### src/rtl/seq_detect_arbiter.sv
// seq_detect_arbiter: round-robin front end that lends one external serial
// Moore sequence detector (0100 / 1001, overlapping, registered z) to one
// requester per frame, clears it before each frame, streams the winner's bits
// into it and reports how many detections the frame produced.
//
// Requester handshake: bit_rd[i] is high in a cycle where req_bit[i] is taken
// into det_x; the requester must present its next bit from the following
// cycle on. There is no back-pressure: once granted, a frame always consumes
// exactly the frame_len sampled at grant, whatever req does afterwards.
module seq_detect_arbiter #(
    parameter int N_REQ = 4,
    parameter int ID_W  = 2,
    parameter int LEN_W = 8,
    parameter int CNT_W = 8
) (
    input  logic             clk,
    input  logic             reset,
    input  logic [N_REQ-1:0] req,
    input  logic [N_REQ-1:0] req_bit,
    input  logic [LEN_W-1:0] frame_len,
    output logic [N_REQ-1:0] gnt,
    output logic [N_REQ-1:0] bit_rd,
    output logic             det_x,
    output logic             det_reset,
    input  logic             det_z,
    output logic             done,
    output logic [ID_W-1:0]  done_id,
    output logic [CNT_W-1:0] match_cnt,
    output logic             busy
);

    typedef enum logic [2:0] {
        S_IDLE  = 3'd0,
        S_CLEAR = 3'd1,
        S_RUN   = 3'd2,
        S_DRAIN = 3'd3,
        S_DONE  = 3'd4
    } state_t;

    state_t           state;
    state_t           state_next;

    logic [ID_W-1:0]  idx;        // requester owning the current frame
    logic [ID_W-1:0]  ptr;        // last granted requester (round-robin origin)
    logic [ID_W-1:0]  pick;
    logic             pick_vld;
    logic [LEN_W-1:0] rem;        // bits still to stream in this frame
    logic [CNT_W-1:0] cnt;
    logic [CNT_W-1:0] cnt_inc;
    logic [CNT_W-1:0] match_q;
    logic [ID_W-1:0]  done_id_q;

    // State register.
    always_ff @(posedge clk) begin
        if (reset) begin
            state <= S_IDLE;
        end else begin
            state <= state_next;
        end
    end

    // Next-state logic: a frame is CLEAR, len RUN cycles, DRAIN, DONE.
    always_comb begin
        state_next = state;
        case (state)
            S_IDLE:  if (pick_vld) state_next = S_CLEAR;
            S_CLEAR: state_next = (rem == '0) ? S_DONE : S_RUN;
            S_RUN:   if (rem == LEN_W'(1)) state_next = S_DRAIN;
            S_DRAIN: state_next = S_DONE;
            S_DONE:  state_next = S_IDLE;
            default: state_next = S_IDLE;
        endcase
    end

    // Round-robin pick: first set req strictly after ptr, wrapping to index 0.
    always_comb begin
        pick_vld = 1'b0;
        pick     = '0;
        for (int i = 0; i < N_REQ; i++) begin
            if (!pick_vld && req[i] && (i > int'(ptr))) begin
                pick_vld = 1'b1;
                pick     = ID_W'(i);
            end
        end
        for (int i = 0; i < N_REQ; i++) begin
            if (!pick_vld && req[i]) begin
                pick_vld = 1'b1;
                pick     = ID_W'(i);
            end
        end
    end

    // Saturating increment of the match counter on a detector hit.
    always_comb begin
        cnt_inc = cnt;
        if (det_z && (cnt != {CNT_W{1'b1}})) cnt_inc = cnt + CNT_W'(1);
    end

    // Frame datapath: grant latch, bit countdown, match counting, result hold.
    always_ff @(posedge clk) begin
        if (reset) begin
            ptr       <= ID_W'(N_REQ - 1);
            idx       <= '0;
            rem       <= '0;
            cnt       <= '0;
            match_q   <= '0;
            done_id_q <= '0;
        end else begin
            case (state)
                S_IDLE: begin
                    if (pick_vld) begin
                        idx <= pick;
                        ptr <= pick;
                        rem <= frame_len;
                    end
                end
                S_CLEAR: begin
                    cnt <= '0;
                    if (rem == '0) begin
                        match_q   <= '0;
                        done_id_q <= idx;
                    end
                end
                S_RUN: begin
                    rem <= rem - LEN_W'(1);
                    cnt <= cnt_inc;
                end
                S_DRAIN: begin
                    // z of the last streamed bit arrives here, one cycle late.
                    cnt       <= cnt_inc;
                    match_q   <= cnt_inc;
                    done_id_q <= idx;
                end
                default: ;
            endcase
        end
    end

    // Output decode from the registered state and grant index.
    always_comb begin
        gnt    = '0;
        bit_rd = '0;
        det_x  = 1'b0;
        done   = 1'b0;
        if (state != S_IDLE) gnt = N_REQ'(1) << idx;
        if (state == S_RUN) begin
            bit_rd = N_REQ'(1) << idx;
            det_x  = req_bit[idx];
        end
        if (state == S_DONE) done = 1'b1;
    end

    assign det_reset = reset | (state == S_CLEAR);
    assign busy      = (state != S_IDLE);
    assign done_id   = done_id_q;
    assign match_cnt = match_q;

endmodule
### config.mk
export PLATFORM = sky130hd
export DESIGN_NAME = seq_detect_arbiter
export DESIGN_NICKNAME = d
export VERILOG_FILES = /design/src/rtl/seq_detect_arbiter.sv
export SDC_FILE = /design/constraint.sdc
export NUM_CORES = 1
export LEC_CHECK = 0
export ABC_CLOCK_PERIOD_IN_PS = 1600
export CAP_MARGIN = 25
export CORE_ASPECT_RATIO = 1.75
export CORE_MARGIN = 4
export CORE_UTILIZATION = 30
export DETAILED_ROUTE_END_ITERATION = 6
export PLACE_DENSITY_LB_ADDON = 0.3
export SYNTH_ARGS = -nofsm -noshare
export SYNTH_HDL_FRONTEND = slang
export SYNTH_SLANG_ARGS = --single-unit
### constraint.sdc
create_clock -name clk -period 1.6 [get_ports clk]
set_input_delay 0.32 -clock clk [delete_from_list [all_inputs] [get_ports clk]]
set_output_delay 0.32 -clock clk [all_outputs]
set_load 0.05 [all_outputs]
# [Word level (Yosys, flattened, before mapping)]
# Index checks and enable logic that the tools add are counted.
[totals] output_inout_bits=22 latch_bits=0 register_bits=33 mem_bits_rw=0 mem_count=0 mem_bits_ro=0 word_cells=83 inputBits=19
[classes] mul=0 n_reduce_logical=27 n_div=0 shifts=1 n_bitwise=1 n_addsub=2 order_cmp=4 eq_ne=9 mux=32
[ops] op="8-bit case mux with 2 select lines" count=3
[ops] op="8-bit two-way mux" count=3
[ops] op="2-bit two-way mux" count=7
[ops] op="3-bit case mux with 4 select lines" count=1
[ops] op="1-bit two-way mux" count=11
[ops] op="1-bit logical AND" count=10
[ops] op="3-bit two-way mux" count=3
[ops] op="8-bit by 1-bit adder with 8-bit output, second input constant" count=1
[ops] op="8-bit by 1-bit equality test with 1-bit output, second input constant" count=1
[ops] op="8-bit logical NOT" count=1
[ops] op="4-bit two-way mux" count=2
[ops] op="8-bit inequality test, second input constant" count=1
[ops] op="2-bit AND reduction" count=4
[ops] op="8-bit by 1-bit subtractor with 8-bit output, second input constant" count=1
[ops] op="3-bit by 2-bit equality test with 1-bit output, second input constant" count=2
[ops] op="1-bit logical NOT" count=6
[ops] op="2-bit inequality test, second input constant" count=3
[ops] op="2-bit nonzero test" count=3
[ops] op="2-bit > comparator, first input constant" count=2
[ops] op="2-bit case mux with 2 select lines" count=1
[ops] op="1-bit by 2-bit left shift with 4-bit output, first input constant" count=1
[ops] op="3-bit by 1-bit equality test with 1-bit output, second input constant" count=1
[ops] op="3-bit equality test, second input constant" count=1
[ops] op="3-bit logical NOT" count=1
[ops] op="other kinds (6)" count=6

# [Depth between registers and ports, before layout]
# Gate-level depths: netlist (run 1).
[logic_depth] depth_word=25 ltp_mapped=6 mapped_depth_nobuf=5

# [Least setup slack after synthesis (run 1)]
# No wires, ideal clock.
[synth_timing] path_kind="register -> output" startpoint="register state[2]" endpoint="output port bit_rd[0]" path_slack_ns=-0.785 stages_incl_launch_ff=5 t_required_ns=1.280 t_arrival_ns=2.065 n_path_buf=2 cell_sequence="dfxtp_1 > buf_2 > or3b_1 > clkbuf_1 > nor3_1"
[synth_between] elab_chain_cells=2
[synth_rtl] element="start: declaration" line="40" source="state_t state;"
[synth_rtl] element="start signal: assignment" line="58" source="state <= state_next;"
[synth_rtl] element="3-bit by 2-bit equality test with 1-bit output" line="146" source="if (state == S_RUN) begin"
[synth_rtl] element="4-bit two-way mux" line="146"
[synth_rtl] element="end: declaration" line="22" source="output logic [N_REQ-1:0] bit_rd,"
# No other way between the ends.

# [Worst setup path in the final report (run 1)]
[layout_timing] startpoint="register state[2]" endpoint="output port bit_rd[3]"
# Same word-level chain as after synthesis.

==> results of run 1 <==
==> kinds of logic after synthesis <==
kind of cell / after synthesis / synth area share
xor+xnor: 2 / 0.009373
buf+inv: 23 / 0.05690
flops: 33 / 0.3534
compound gates: 69 / 0.2503
fa+ha+maj: 4 / 0.02677
mux: 3 / 0.02343
simple gates: 92 / 0.2798
==> where the power goes <==
| group | internal (W) | leakage [nW] | switching (W) |
|---|---|---|---|
| sequential | 0.00102 | 0.272 | 0.000160 |
| combinational | 0.00161 | 0.931 | 0.00186 |
| clock | 0.000389 | 0.0542 | 0.000308 |
| total | 0.00302 | 1.26 | 0.00233 |
==> Yosys cell counts, types with 3 or more instances <==
cell type | number | share of area
nor3b_1 | 3 | 0.012
nor2_1 | 18 | 0.036
a31oi_1 | 10 | 0.033
ha_1 | 4 | 0.027
a21oi_1 | 18 | 0.048
buf_2 | 8 | 0.021
nand2_1 | 17 | 0.034
inv_1 | 7 | 0.014
o211ai_1 | 3 | 0.012
dfxtp_1 | 33 | 0.35
a211oi_1 | 4 | 0.016
nand3_1 | 13 | 0.035
nand2b_1 | 6 | 0.020
o21ai_1 | 3 | 0.0080
o21ai_0 | 8 | 0.021
nor3_1 | 7 | 0.019
a22o_1 | 6 | 0.028
clkbuf_1 | 6 | 0.012
and3_1 | 4 | 0.013
nand4_1 | 5 | 0.017
==> repair_timing <==
item | in CTS | in global routing
setup buffers | 4 | 5
gates cloned | 0 | 1
pin swaps | 6 | 15
setup endpoints to repair | 24 | 27
resized for setup | 34 | 24
==> flip-flops by register name, indices dropped and copies added, names as in the netlist <==
register,cells
cnt,8
match_cnt,8
rem,8
state,3
done_id,2
idx,2
ptr,2
==> path summary, 6_finish.rpt <==
kind                              from                         to
max              state[2]$_SDFFE_PP0P_                  bit_rd[3]
min reg2reg  match_cnt[0]$_SDFFE_PP0P_  match_cnt[0]$_SDFFE_PP0P_
max reg2reg      state[2]$_SDFFE_PP0P_        ptr[0]$_SDFFE_PP1P_
min          match_cnt[0]$_SDFFE_PP0P_  match_cnt[0]$_SDFFE_PP0P_
==> metal layers <==
metal,vias up,part of all wire,global-route usage
met5,-,0,0
met2,43,0.57,0.3058
li1,1026,-,-
met3,8,0.037,0.03504
met4,0,0.015,0.04878
met1,988,0.37,0.1700
==> through the flow <==
stage	total power, W	instance area (um^2)	setup WS [ns]	utilization	hold WS [ns]
2_1_floorplan	0.002924	1932	-0.3225	-	0.4491
3_3_place_gp	0.004064	2751	-0.3276	0.4607	0.4601
3_5_place_dp	0.004089	2751	-0.3798	0.4607	0.4696
4_1_cts	0.005172	2985	-0.1548	0.4999	0.4872
5_1_grt	0.005679	3128	-0.1968	0.5238	0.5142
6_report	0.005347	3128	-0.1450	0.5238	0.4799
==> worst register-to-register path: cells and delay by family, from the launching register on <==
kind | cells | cell delay (ns)
AO/OA/AOI/OAI | 3 | 0.38
flip-flops | 1 | 0.33
AND/OR/NAND/NOR | 1 | 0.23
buffers and inverters | 4 | 0.50
==> cell type report <==
cell class / count / share of cell area
Clock buffer: 7 / 0.03080
Clock inverter: 1 / 0.001600
Inverter: 8 / 0.01120
Multi-Input combinational cell: 171 / 0.4124
Sequential cell: 33 / 0.2140
Tap cell: 78 / 0.03120
Timing Repair Buffer: 98 / 0.2988
==> run summary, run 1 <==
Crit path buf inv count: 2
Data required, critical path: 1.28 ns
Sum Neg Setup Slack: -0.7517 ns
Hold crit path type: flip-flop to flip-flop
Final-report hold violation count: 0
Ys flop type: dfxtp_1
DRC marker count from the first detailed-route iteration: 57
Vias per cell: 5.215
Antenna Cells: 0
CTS max path bufs: 2
H-tree lvl count: 2
Area of the multi-input gates: 1290 um^2
Syn avg cell area: 8.271 um^2
Max Fclk: 0.5731 GHz
GPL Wtd Cong: 0.8315
Finished Layout Cells: 396
Clock latency at the later pin of the worst-skew pair: 0.28 ns
WL/cell: 14.73 um
Most common cell after layout, fill and taps aside: buf_4
WP data arrival: 1.42 ns
Die Wd: 67.67 um
Row count: 37
IO Count: 41
R2R Setup Slk: 0.07 ns
RSZ-0062 raised after global routing: true
Clock Root Buffer: clkbuf_8
First-pass GRT wire length: 9687 um
Slack of the critical path: -0.1450 ns
Cell at the slowest stage of the critical path: or3b_4
Initial Util: 0.3130
Largest net degree at the start of global routing: 12
Failing checks: negative setup slack
Cells after Synth: 226
Placed Instances: 378
Max-Cap Viols: 0
Initial antenna violation count: 0
Area delta synth->final: 67.34%
Synthesized Nets: 249
Clk slew on worst S/H paths: 0.07 ns
Ys Warns: 0
Kind of critical path: flip-flop to output pin
Share of layout cells above drive strength 1: 0.4340
Max Slew Vio Count: 0
Tcrit/Tclk final: 1.091
Port bufs: 40
Die height: 112.4 um
Crit path cell chain: or3b_4 > buf_6 > nor2_4 > buf_12
Pleak: 1.257 nW
Fillers: 549
Final #Nets: 340
Slew headroom: 0.7596
Worst Hold Depth: 1
Crit path time final: 1.745 ns
Delay-heaviest family, CP: simple AND/OR/NAND/NOR gates
Final setup viols: 10
Skew final: 0.007332 ns
GR Util All Layers: 0.1623
Sequential share of the synthesized area: 0.3534
Vias: 2065
Clock tree from TritonCTS: yes
Synth cell types: 53
WP depth: 4
CP endpoint kind: output pin
Critical path peak fanout: 4
CTS Buf Count: 5
Power per cell area: 1709 nW/um^2
EDFF count, synth: 0
Sequential cell area: 669.4 um^2
R2R depth: 8
CORE AREA: 5972 um^2
Peak supply drop: 0.001714 V
Number of global-route vias before repair: 2166
Detail Route Antenna Nets: 0
Drt total wl: 5833 um
Critical Path Source Type: flip-flop
Ys async rst share: 0
Flops & latches, synth: 33
Drt pass-1 iters: 4
# DRC: 0
Clk sinks: 33
CTS Hold Bufs: 0
Slew @ Worst Pin: 0.3559 ns
Dpl hpwl: 4472 um
Critical Path Max Stage Delay: 0.44 ns
Die area: 7608 um^2
Status: complete, but fails checks
Most frequent cells in the layout: buf_4, dfxtp_1, nand2_1, a21oi_1, nor2_1
GR Overflow Total: 0
Post-Syn Area: 1869 um^2
Note: power is estimated with default switching activity, not from simulation.
==> inputs of run 2 (changes only) <==
--- a/config.mk
+++ b/config.mk
@@ -13,2 +13,3 @@
 export DETAILED_ROUTE_END_ITERATION = 6
+export GPL_TIMING_DRIVEN = 1
 export PLACE_DENSITY_LB_ADDON = 0.3
--- a/constraint.sdc
+++ b/constraint.sdc
@@ -3,2 +3,2 @@
 set_output_delay 0.32 -clock clk [all_outputs]
-set_load 0.05 [all_outputs]
+set_load 0.02 [all_outputs]
==> run 2 against run 1 <==
Against the previous run:
- the flow still finishes with violations (negative setup slack)
- combinational power barely moved
- setup slack gained 0.037 ns
- critical path depth is 1 lower
- register-to-register slack worse by 0.10 ns
- fmax up 2.2%
- flip-flop and latch count stayed put
- global-route usage rose by 0.13 points
- clock skew fell by 0.0046 ns
- die area stayed put
- first-iteration DRC count grew 86%
- via count increased by 0.48%
- critical path type unchanged
- critical endpoint is now det_x
- highest routed layer unchanged
==> run summary, run 2 (synthesized netlist as in run 1, its figures left out) <==
Status: complete, but fails checks
Failing checks: negative setup slack
CTS max path bufs: 2
HP Start: match_cnt[4]$_SDFFE_PP0P_
RSZ-0062 raised after global routing: true
IO Count: 41
R2R Path End: rem[5]$_SDFFE_PP0P_
Max-Cap Viols: 0
Max Fclk: 0.5855 GHz
Clock Root Buffer: clkbuf_8
GR Util All Layers: 0.1636
Pleak: 1.272 nW
Final #Nets: 348
Dpl hpwl: 4215 um
First-pass GRT wire length: 9542 um
Skew final: 0.002742 ns
Final Power: 0.005315 W
Finished Layout Cells: 403
Data required, critical path: 1.28 ns
Drt pass-1 iters: 4
CTS Hold Bufs: 0
CORE AREA: 5972 um^2
Final-report hold violation count: 0
WL/cell: 14.87 um
Die area: 7608 um^2
R2r startpoint: state[0]$_SDFFE_PP0P_
GR Overflow Total: 0
Finished Core Util: 0.5288
Worst Hold Depth: 1
Row count: 37
Critical Path Source Type: flip-flop
Initial antenna violation count: 0
Slew headroom: 0.7413
R2R depth: 8
Power per cell area: 1683 nW/um^2
Initial Util: 0.3130
DRC marker count from the first detailed-route iteration: 106
Placed Instances: 380
CP endpoint kind: output pin
# DRC: 0
Antenna Cells: 0
Crit path time final: 1.708 ns
Hold slack final: 0.4818 ns
H-tree lvl count: 2
Origin of the worst setup path: idx[0]$_SDFFE_PP0P_
Post-Place Worst Slack: -0.6064 ns
Die height: 112.4 um
GPL Wtd Cong: 0.8405
Drt total wl: 5994 um
Detail Route Antenna Nets: 0
Share of layout cells above drive strength 1: 0.3969
Clock latency at the later pin of the worst-skew pair: 0.28 ns
Area delta synth->final: 68.94%
Max Slew Vio Count: 0
Most common cell after layout, fill and taps aside: buf_4
Most frequent cells in the layout: buf_4, dfxtp_1, buf_6, clkdlybuf4s50_1, a21oi_1
Final setup viols: 12
Vias per cell: 5.149
Die Wd: 67.67 um
Peak supply drop: 0.001802 V
Kind of critical path: flip-flop to output pin
Critical path peak fanout: 2
Port bufs: 40
Hold Path End: match_cnt[4]$_SDFFE_PP0P_
CTS Buf Count: 5
Slew @ Worst Pin: 0.3852 ns
WP data arrival: 1.39 ns
Clk sinks: 33
Tcrit/Tclk final: 1.067
Slack of the critical path: -0.1080 ns
Hold crit path type: flip-flop to flip-flop
Vias: 2075
Clock tree from TritonCTS: yes
Largest net degree at the start of global routing: 23
R2R Setup Slk: -0.03 ns
Clk slew on worst S/H paths: 0.07 ns
Number of global-route vias before repair: 2088
==> run 2: worst max-delay path by stage <==
stage	endpoint	slack [ns]	cells after the start
finish	det_x	-0.11	3
global route	det_x	-0.17	3
CTS	det_x	-0.12	3
detailed placement	det_x	-0.61	4
global placement	det_x	-0.62	4
floorplan	bit_rd[1]	-0.05	4
==> run 2: repair_timing <==
| action | in CTS | in global routing |
|---|---|---|
| endpoints found under the setup margin | 20 | 30 |
| resized for setup | 93 | 44 |
| buffers inserted | 9 | 7 |
| pin swaps | 7 | 16 |
| endpoints found under the hold margin | 0 | 0 |
==> run 2: metrics by stage <==
| step | area (um^2) | TNS (ns) |
|---|---|---|
| final | 3158 | -0.3753 |
| after global routing | 3158 | -1.242 |
| after floorplan | 1883 | -0.1283 |
| after detailed placement | 2703 | -8.616 |
| after CTS | 2924 | -0.3161 |
| after global placement | 2703 | -8.404 |
==> run 2: critical path, stage by stage, from the launching register on <==
cell and delay, ns:
dfxtp_2 0.35, mux4_2 0.49, and2_4 0.15, buf_6 0.12
==> run 2: where the power goes <==
part | internal [W] | switching (W) | total (W)
combinational | 0.00177 | 0.00174 | 0.00350
clock | 0.000341 | 0.000300 | 0.000642
sequential | 0.00102 | 0.000153 | 0.00117
==> run 2: cell type report <==
cell class	count	area (um^2)
inverters	8	35.03
fillers	550	2814
clock buffers	7	86.33
multi-input cells	170	1310
well taps	78	97.59
repair buffers	107	963.4
flip-flops and latches	33	665.6
==> run 2: layer usage <==
layer,track usage,vias to the layer above,wire length [um]
met3,0.02803,13,178
met1,0.1623,977,2156
met5,0,-,0
li1,-,1042,-
met4,0.06504,0,184
met2,0.3149,43,3475
